===== config.mk =====
export PLATFORM = sky130hd
export DESIGN_NAME = uart_prog_loader
export DESIGN_NICKNAME = d
export VERILOG_FILES = /design/src/rtl/uart_prog_loader.sv
export SDC_FILE = /design/constraint.sdc
export NUM_CORES = 1
export LEC_CHECK = 0
export ABC_AREA = 1
export CORE_UTILIZATION = 36
export DETAILED_ROUTE_END_ITERATION = 12
export GPL_TIMING_DRIVEN = 0
export PLACE_DENSITY = 0.58
export SLEW_MARGIN = 20
export SYNTH_ARGS = -nofsm -noshare
export SYNTH_HDL_FRONTEND = slang
export SYNTH_SLANG_ARGS = --single-unit

===== constraint.sdc =====
create_clock -name clk -period 5.9 [get_ports clk]
set_clock_uncertainty 0.2 [all_clocks]
set_input_delay 1.18 -clock clk [delete_from_list [all_inputs] [get_ports clk]]
set_output_delay 1.18 -clock clk [all_outputs]
set_load 0.02 [all_outputs]

===== src/rtl/uart_prog_loader.sv =====
// UART program loader: receives an 8N1 byte stream (16-bit word count, then
// little-endian 32-bit words) and writes each word into instruction memory.
module uart_prog_loader #(
  parameter int CLKS_PER_BIT = 868,
  parameter int ADDR_WIDTH   = 14
) (
  input  logic                  clk,
  input  logic                  rst,
  input  logic                  rx,
  input  logic                  load_en,
  output logic                  imem_we,
  output logic [ADDR_WIDTH-1:0] imem_addr,
  output logic [31:0]           imem_wdata,
  output logic                  busy,
  output logic                  done,
  output logic                  err
);

  localparam int CNT_W = $clog2(CLKS_PER_BIT + 1);
  localparam logic [CNT_W-1:0] HALF_LAST = CNT_W'(CLKS_PER_BIT / 2 - 1);
  localparam logic [CNT_W-1:0] BIT_LAST  = CNT_W'(CLKS_PER_BIT - 1);

  typedef enum logic [1:0] {RX_IDLE, RX_START, RX_DATA, RX_STOP} rx_state_t;
  typedef enum logic [2:0] {IDLE, LEN_LO, LEN_HI, DATA, DONE, ERR} state_t;

  // Registered status flags {busy, done, err} for a given loader state.
  function automatic logic [2:0] flags(input state_t s);
    return {(s == LEN_LO) || (s == LEN_HI) || (s == DATA), s == DONE, s == ERR};
  endfunction

  logic             rx_meta;
  logic             rx_sync;
  rx_state_t        rx_state;
  logic [CNT_W-1:0] clk_cnt;
  logic [2:0]       bit_idx;
  logic [7:0]       rx_shift;
  logic             byte_valid;
  logic             frame_err;

  state_t           state;
  logic [7:0]       len_lo;
  logic [15:0]      word_cnt;
  logic [1:0]       byte_idx;
  logic [31:0]      word_buf;

  // NOTE: synchronizer flops reset to the idle line level (1) so that reset
  // release can never be mistaken for a start bit.
  always_ff @(posedge clk) begin
    if (!rst) begin
      rx_meta <= 1'b1;
      rx_sync <= 1'b1;
    end else begin
      rx_meta <= rx;
      rx_sync <= rx_meta;
    end
  end

  // Receiver: mid-bit sampling, runs regardless of loader state.
  always_ff @(posedge clk) begin
    if (!rst) begin
      rx_state   <= RX_IDLE;
      clk_cnt    <= '0;
      bit_idx    <= '0;
      rx_shift   <= '0;
      byte_valid <= 1'b0;
      frame_err  <= 1'b0;
    end else begin
      // NOTE: non-blocking assignments throughout sequential logic so every
      // flop samples the pre-edge values, independent of statement order.
      byte_valid <= 1'b0;
      frame_err  <= 1'b0;
      case (rx_state)
        RX_IDLE: begin
          if (!rx_sync) begin
            rx_state <= RX_START;
            clk_cnt  <= '0;
          end
        end
        RX_START: begin
          if (clk_cnt == HALF_LAST) begin
            clk_cnt  <= '0;
            bit_idx  <= '0;
            rx_state <= rx_sync ? RX_IDLE : RX_DATA;
          end else begin
            clk_cnt <= clk_cnt + 1'b1;
          end
        end
        RX_DATA: begin
          if (clk_cnt == BIT_LAST) begin
            clk_cnt  <= '0;
            rx_shift <= {rx_sync, rx_shift[7:1]};
            bit_idx  <= bit_idx + 1'b1;
            if (bit_idx == 3'd7) rx_state <= RX_STOP;
          end else begin
            clk_cnt <= clk_cnt + 1'b1;
          end
        end
        RX_STOP: begin
          if (clk_cnt == BIT_LAST) begin
            clk_cnt  <= '0;
            rx_state <= RX_IDLE;
            if (rx_sync) byte_valid <= 1'b1;
            else         frame_err  <= 1'b1;
          end else begin
            clk_cnt <= clk_cnt + 1'b1;
          end
        end
        default: rx_state <= RX_IDLE;
      endcase
    end
  end

  // Loader FSM; busy/done/err are registered alongside every state change.
  always_ff @(posedge clk) begin
    if (!rst) begin
      state      <= IDLE;
      {busy, done, err} <= 3'b000;
      imem_we    <= 1'b0;
      imem_addr  <= '0;
      imem_wdata <= '0;
      len_lo     <= '0;
      word_cnt   <= '0;
      byte_idx   <= '0;
      word_buf   <= '0;
    end else begin
      imem_we <= 1'b0;
      if (imem_we) begin
        imem_addr <= imem_addr + 1'b1;
        word_cnt  <= word_cnt - 16'd1;
      end
      case (state)
        IDLE: begin
          if (load_en) begin
            state     <= LEN_LO;
            {busy, done, err} <= flags(LEN_LO);
            imem_addr <= '0;
            byte_idx  <= '0;
            word_buf  <= '0;
          end
        end
        LEN_LO, LEN_HI, DATA: begin
          if (!load_en) begin
            // Abort wins over a coincident byte; written words are kept.
            state    <= IDLE;
            {busy, done, err} <= flags(IDLE);
            byte_idx <= '0;
          end else if (frame_err) begin
            state    <= ERR;
            {busy, done, err} <= flags(ERR);
            byte_idx <= '0;
          end else if (state == LEN_LO) begin
            if (byte_valid) begin
              len_lo <= rx_shift;
              state  <= LEN_HI;
              {busy, done, err} <= flags(LEN_HI);
            end
          end else if (state == LEN_HI) begin
            if (byte_valid) begin
              word_cnt <= {rx_shift, len_lo};
              byte_idx <= '0;
              if ({rx_shift, len_lo} == 16'd0) begin
                state <= DONE;
                {busy, done, err} <= flags(DONE);
              end else if (32'({rx_shift, len_lo}) > (32'd1 << ADDR_WIDTH)) begin
                state <= ERR;
                {busy, done, err} <= flags(ERR);
              end else begin
                state <= DATA;
                {busy, done, err} <= flags(DATA);
              end
            end
          end else begin
            if (imem_we && word_cnt == 16'd1) begin
              state <= DONE;
              {busy, done, err} <= flags(DONE);
            end else if (byte_valid) begin
              byte_idx <= byte_idx + 1'b1;
              if (byte_idx == 2'd3) begin
                imem_we    <= 1'b1;
                imem_wdata <= {rx_shift, word_buf[23:0]};
              end else begin
                word_buf[{byte_idx, 3'b000} +: 8] <= rx_shift;
              end
            end
          end
        end
        DONE, ERR: begin
          if (!load_en) begin
            state <= IDLE;
            {busy, done, err} <= flags(IDLE);
          end
        end
        default: begin
          state <= IDLE;
          {busy, done, err} <= flags(IDLE);
        end
      endcase
    end
  end

endmodule


### Word level (Yosys, flattened, before mapping)

Index checks and enable logic that the tools add are counted.
W data, S select, Z words.

| word-level totals | value |
|---|---|
| input bits | 4 |
| output and inout bits | 50 |
| logic and storage cells | 176 |
| register bits after elaboration | 138 |

| cells by class | value |
|---|---|
| shifts and indexed selects | 2 |
| reduce and logical (&&, ||, !) cells | 19 |
| bitwise operators | 8 |
| eq/ne operators | 33 |
| multiplexer cells | 88 |
| add/sub/neg operators | 6 |
| order comparisons | 1 |

Operator list:

| kind | number |
|---|---|
| $mux W32 | 8 |
| $mux W16 | 7 |
| $pmux W32 S2 | 1 |
| $mux W14 | 3 |
| $mux W3 | 13 |
| $bwmux W32 | 1 |
| $shift A8 B7 Y32 const A | 1 |
| $shiftx A8 B7 Y32 | 1 |
| $mux W1 | 30 |
| $mux W10 | 3 |
| $pmux W10 S3 | 1 |
| $mux W2 | 14 |
| $ne A2 B2 Y1 const B | 14 |
| $ne A5 B5 Y1 const B | 4 |
| $eq A16 B1 Y1 const B | 1 |
| $gt A16 B15 Y1 const B | 1 |
| $logic_not A16 Y1 | 1 |
| $sub A16 B1 Y16 const B | 1 |
| $reduce_and A5 Y1 | 3 |
| $add A14 B1 Y14 const B | 1 |
| $add A10 B1 Y10 const B | 1 |
| $eq A10 B10 Y1 const B | 1 |
| $eq A10 B9 Y1 const B | 1 |
| $eq A3 B3 Y1 const B | 3 |
| 27 further kinds | 42 |

### Depth between registers and ports, before layout

Gate-level depths: netlist of run 1.

| logic depth | value |
|---|---|
| depth in word-level cells | 11 |
| gate-level depth with buffers | 14 |
| mapped depth without buffers | 14 |

### Worst setup path after synthesis of run 1

OpenSTA, ideal clock, no wires.

| path | value |
|---|---|
| kind | input port to flip-flop |
| start point | in load_en |
| end point | reg word_buf[10] |
| cell stages on the path | 11 |
| arrival | 2.247 ns |
| buffers on the path | 0 |
| slack | 3.343 ns |
| cell sequence | inv_1 > nor2_1 > inv_1 > nor2_1 > nand2_1 > nand2_1 > nand2_1 > a21oi_2 > nand2_1 > nand2_1 > nor2_1 |

| between the ends | value |
|---|---|
| word-level cells in the longest chain between the ends | 2 |

RTL lines:

| what | line | source |
|---|---|---|
| from (decl) | 10 | `input logic load_en,` |
| $ne A2 B2 Y1 (no source line) | n/a |  |
| $reduce_and A9 Y1 (no source line) (*) | n/a |  |
| to (signal, indexed assignment) | 182 | `word_buf[{byte_idx, 3'b000} +: 8] <= rx_shift;` |
| to (decl) | 44 | `logic [31:0] word_buf;` |

Every way passes the cells marked *; elsewhere a longest branch is shown, timed or not.
A chain may end at the register's enable or synchronous reset.

### Worst setup path in the final report of run 1

| path | value |
|---|---|
| start point | in load_en |
| end point | reg len_lo[5] |

| between the ends | value |
|---|---|
| word-level cells in the longest chain between the ends | 1 |

RTL lines:

| what | line | source |
|---|---|---|
| $reduce_and A5 Y1 (no source line) | n/a |  |
| to (signal assigned) | 153 | `len_lo <= rx_shift;` |
| to (decl) | 41 | `logic [7:0] len_lo;` |

No other way between the ends.

==> results of run 1 <==
registers in the layout (all words and copies together) (netlist names), 8 cells and up, named ones only:
| name | cells |
|---|---|
| imem_wdata | 32 |
| word_buf | 24 |
| word_cnt | 16 |
| imem_addr | 14 |
| clk_cnt | 10 |
| len_lo | 8 |
| rx_shift | 8 |
kinds of logic (layout without fill, tap and decap cells):
family                   Yosys count  after routing  synth area share (%)
XOR/XNOR                          11             11                 1.640
adder cells (fa/ha/maj)           11             11                 2.343
flip-flops                       130            130                 44.31
AND/OR/NAND/NOR                  316            316                 22.90
buffers and inverters            159            243                 10.33
AO/OA/AOI/OAI                    206            206                 18.47
metal layers:
| metal | routed length, um | vias up | global-route usage (%) |
|---|---|---|---|
| li1 | - | 2848 | - |
| met4 | 229 | 0 | 5.882 |
| met3 | 773 | 17 | 3.977 |
| met2 | 6320 | 125 | 28.18 |
| met5 | 0 | - | 0 |
| met1 | 7485 | 2437 | 25.65 |
where the power goes:
part,switching (uW),leakage [uW],internal (uW)
clock,380,0.000311,757
sequential,34.6,0.00105,947
combinational,495,0.00165,214
total,910,0.00301,1920
path summary, 6_finish.rpt:
path	startpoint	to	slack (ns)
worst max register to register	byte_idx[0]	word_buf[9]	3.58
worst max-delay path	load_en	len_lo[5]	2.84
worst min-delay path	rx_meta	rx_sync	0.21
worst min register to register	rx_meta	rx_sync	0.21
Yosys cell counts, drive strengths merged:
cell type and number:
xnor2 4, nor3b 2, a31oi 9, o21ai 92
nand2 130, o211ai 5, nand3 40, a21boi 1
o221ai 1, nand4 13, buf 8, o31ai 2
nand3b 4, o21a 2, nor2 106, a21oi 90
xor2 7, or2 3, dfxtp 130, o2111ai 1
o21bai 2, o22ai 1, clkbuf 20, ha 11
nor3 18, inv 131
stage by stage:
| stage | hold slack (ns) | total power, uW | cells | setup slack (ns) |
|---|---|---|---|---|
| 2_1_floorplan | 0.1920 | 1531 | 833 | 3.343 |
| 3_3_place_gp | 0.1996 | 1695 | 1102 | 2.458 |
| 3_5_place_dp | 0.1998 | 1693 | 1102 | 2.453 |
| 4_1_cts | 0.2126 | 2841 | 1133 | 2.889 |
| 5_1_grt | 0.2369 | 2996 | 1133 | 2.665 |
| 6_report | 0.2094 | 2828 | 1133 | 2.845 |
placed cells by master (no fill, tap or decap), types with 23 or more instances in the layout:
cell,instances
a21oi_1,89
nand2_1,130
clkbuf_1,23
dfxtp_1,130
nor2_1,103
inv_1,131
o21ai_0,92
clkdlybuf4s50_1,53
nand3_1,39
cell type report:
cell class / instances / area, um2 / area share, %
inverters: 131 / 491.7 / 6.729
clock inverters: 10 / 182.7 / 2.500
flip-flops and latches: 130 / 2603 / 35.62
clock buffers: 21 / 450.4 / 6.164
multi-input cells: 544 / 2664 / 36.46
plain buffers: 28 / 115.1 / 1.575
well taps: 216 / 270.3 / 3.699
repair buffers: 53 / 530.5 / 7.260
==> results.md, run 1 <==
* Status: finished clean
* Iter 0 DRT Violations at 288
* CP Launch Type: input pin
* Site row count at 46
* Largest net degree at the start of global routing at 17
* DRC at 0
* Final Util at 46.00%
* Critical Path Max Stage Delay at 0.48 ns
* CTS clk-pin slew, worst paths at 0.05 ns
* Worst setup EP type: flip-flop
* Total grt overflow at 0
* Slowest CP cell: clkdlybuf4s50_1
* Die Ht at 129.7 um
* Number of global-route vias before repair at 4811
* Final GP Congestion at 0.8290
* Unrepaired setup endpoints after global routing: no
* Clock Tree Root: clkbuf_16
* DIE WIDTH at 129.7 um
* CP cell instances: clkdlybuf4s50_1, inv_1, nor2_1, nand4_1, nor2_1, clkbuf_1, o21ai_0, a21oi_1
* Nets at 920
* #FFs+latches synth at 130
* Buf+Inv Stages, Crit Path at 3
* FMAX at 0.3273 GHz
* Hold crit path type: reg -> reg
* Critical path's most frequent cell: nor2_1
* # setup viols final at 0
* Average cell area after synthesis at 7.051 um2
* Peak fanout along the critical path at 10
* Initial antenna violation count at 0
* Drt pass-1 iters at 5
* CP arrival at 3.20 ns
* Via Count at 5427
* Synth Instances at 833
* Routed Antenna Nets at 0
* Final instance area at 0.007307 mm2
* Core area at 0.01589 mm2
* Distinct cells, synth at 32
* Total Die Area at 0.01683 mm2
* Antenna Cells at 0
* Filler cell count in the final layout at 1649
* HPWL Detailed at 10530 um
* Cells on worst reg2reg path at 8
* DP Area at 0.006674 mm2
* Num CTS Buffers at 17
* Worst VDD drop at 0.0002656 V
* CTS sink cnt at 130
* Register area share after synthesis at 44.31%
* Top cell type's share of synthesized area at 44.31%
* Number of hold violations in the final report at 0
* Required @ worst endpoint at 6.05 ns
* Post-synth net total at 848
* Top Ports at 54
* Area growth syn-to-layout at 24.41%
* Port Buffer Count at 53
* CTS Buffer Depth at 2
* Leading area contributor after synthesis: dfxtp_1
* MaxCap Viol Count at 0
* Pins Over Slew Limit at 0
* Worst path depth at 8
* LEAKAGE at 0.003013 uW
* H-tree levels at 4
* Initial Util at 36.97%
* Synth area leaders: dfxtp_1, inv_1, nand2_1, o21ai_0, a21oi_1
* WL/cell at 13.07 um
* Crit path kind: in -> reg
* Crit path max-delay family: buffers and inverters
* Yosys Warn Count at 0
* Global-route wire length before repair at 23850 um
* Hold Buf Count CTS at 0
* Drt total wl at 14810 um
* Post_cts resized at 0
* Total negative setup slack at 0 ns
* Relative slew slack at 32.39%
* Post-CTS setup repair buffer count at 0
* Crit path time final at 3.055 ns
* Mapped Area at 0.005873 mm2
* Final period utilization at 51.78%
* Clock latency on the worst-skew pair at 0.42 ns
* Gr usage total at 18.38%
* Share of cells above drive strength 1 at 4.689%
* CTS tree: yes
* Worst Hold Depth at 1
* Power density over the cells at 387.0 mW/mm2
* Vias/cell at 4.790
* Least-Margin Pin Slew at 1.006 ns
Power figures use the tool's default switching activity.
==> run 2, diff against run 1 <==
PLACE_DENSITY = 0.6   (was 0.58)
clock period = 2.5 ns   (was 5.9 ns; I/O delays follow)
==> run 2 against run 1 <==
Clock power is 120% higher. Core utilization decreased by 0.24 points. Total power up 130%. First-iteration DRC count grew 42%. Worst setup slack got worse by 2.7 ns. Routed wire length is 1.0% higher. Largest power group unchanged.
==> results.md, run 2 (synthesized netlist as in run 1, its figures left out) <==
* Pins Over Slew Limit at 0
* Core area at 0.01589 mm2
* Crit path kind: reg -> reg
* Antenna Cells at 0
* CTS sink cnt at 130
* Top Ports at 54
* Crit path time final at 2.339 ns
* Worst VDD drop at 0.0005343 V
* Clock Tree Root: clkbuf_16
* Nets at 920
* Required @ worst endpoint at 2.65 ns
* Commonest cells after routing, fill and taps aside: inv_1, nand2_1, dfxtp_1
* CP Launch Type: flip-flop
* Unrepaired setup endpoints after global routing: no
* CTS Buffer Depth at 2
* Status: finished clean
* Iter 0 DRT Violations at 410
* Area growth syn-to-layout at 23.77%
* Least-Margin Pin Slew at 1.081 ns
* Via Count at 5499
* Clock latency on the worst-skew pair at 0.42 ns
* DIE WIDTH at 129.7 um
* Largest net degree at the start of global routing at 17
* Num CTS Buffers at 17
* Initial antenna violation count at 0
* Global-route wire length before repair at 24470 um
* Final WS setup at 0.1609 ns
* Final GP Congestion at 0.8516
* Initial Util at 36.97%
* H-tree levels at 4
* Site row count at 46
* Routed Antenna Nets at 0
* Number of placed cells counting well taps at 1102
* Post_cts resized at 0
* CTS clk-pin slew, worst paths at 0.06 ns
* Gr usage total at 18.73%
* DRC at 0
* Vias/cell at 4.849
* Post-Place Worst Slack at -0.2415 ns
* Number of global-route vias before repair at 5030
* CTS tree: yes
* WL/cell at 13.19 um
* FMAX at 0.4275 GHz
* Relative slew slack at 27.38%
* Register Area at 0.002603 mm2
* Worst setup EP type: flip-flop
* Post-Layout Cell Count at 1134
* Die Ht at 129.7 um
* Filler cell count in the final layout at 1670
* Drt pass-1 iters at 5
* Post-CTS setup repair buffer count at 0
* Final period utilization at 93.56%
* HPWL Detailed at 10630 um
* Area of the multi-input gates at 0.002674 mm2
* Share of cells above drive strength 1 at 5.338%
* Reg with most FFs: imem_wdata
* Drt total wl at 14960 um
* Hold Buf Count CTS at 0
* Power density over the cells at 890.9 mW/mm2
* Total grt overflow at 0
* Port Buffer Count at 53
* CP arrival at 2.49 ns
* Number of hold violations in the final report at 0
* Hold crit path type: reg -> reg
* Max reg flops at 32
* Top Registers: imem_wdata: 32 flops, word_buf: 24 flops, word_cnt: 16 flops
* MaxCap Viol Count at 0
* # setup viols final at 0
* LEAKAGE at 0.002979 uW
* Total Die Area at 0.01683 mm2
* Peak fanout along the critical path at 8
## run 2: through the flow
stage / total power [uW] / TNS, ns / utilization, % / hold slack, ns / instance area [um2]
after floorplan: 3613 / 0 / - / 0.1920 / 5873
after detailed placement: 3995 / -9.430 / 42.01 / 0.2024 / 6674
after global routing: 6889 / 0 / 45.76 / 0.2257 / 7269
final: 6477 / 0 / 45.76 / 0.2077 / 7269
after CTS: 6481 / 0 / 45.69 / 0.2106 / 7258
after global placement: 3995 / -10.08 / 42.01 / 0.1955 / 6674
## run 2: layer usage
metal | wire, um | track usage, %
met1 | 7381 | 25.77
met2 | 6607 | 28.81
met3 | 719 | 3.813
met4 | 251 | 7.250
met5 | 0 | 0
## run 2: worst max-delay path, cell delays in order (launching register included)
cell     delay, ns
dfxtp_1       0.37
inv_1         0.13
ha_1          0.31
inv_1         0.06
nor3_1        0.82
nand3_1       0.18
a21oi_1       0.19
## run 2: final cells by class
type / count / area share (%)
plain buffers: 28 / 1.601
clock buffers: 18 / 5.904
clock inverters: 14 / 2.134
inverters: 131 / 6.764
multi-input cells: 544 / 36.78
flip-flops and latches: 130 / 35.80
well taps: 216 / 3.718
repair buffers: 53 / 7.298
## run 2: worst paths after layout
kind / to / start / slack, ns / cells past startpoint
worst max-delay path: word_buf[18] / byte_idx[0] / 0.16 / 6
worst min-delay path: frame_err / rx_sync / 0.21 / 1
worst max register to register: word_buf[18] / byte_idx[0] / 0.16 / 6
worst min register to register: frame_err / rx_sync / 0.21 / 1
## run 2: power by group
group	internal, uW	switching [uW]
sequential	2230	81.5
clock	1480	980
combinational	513	1190
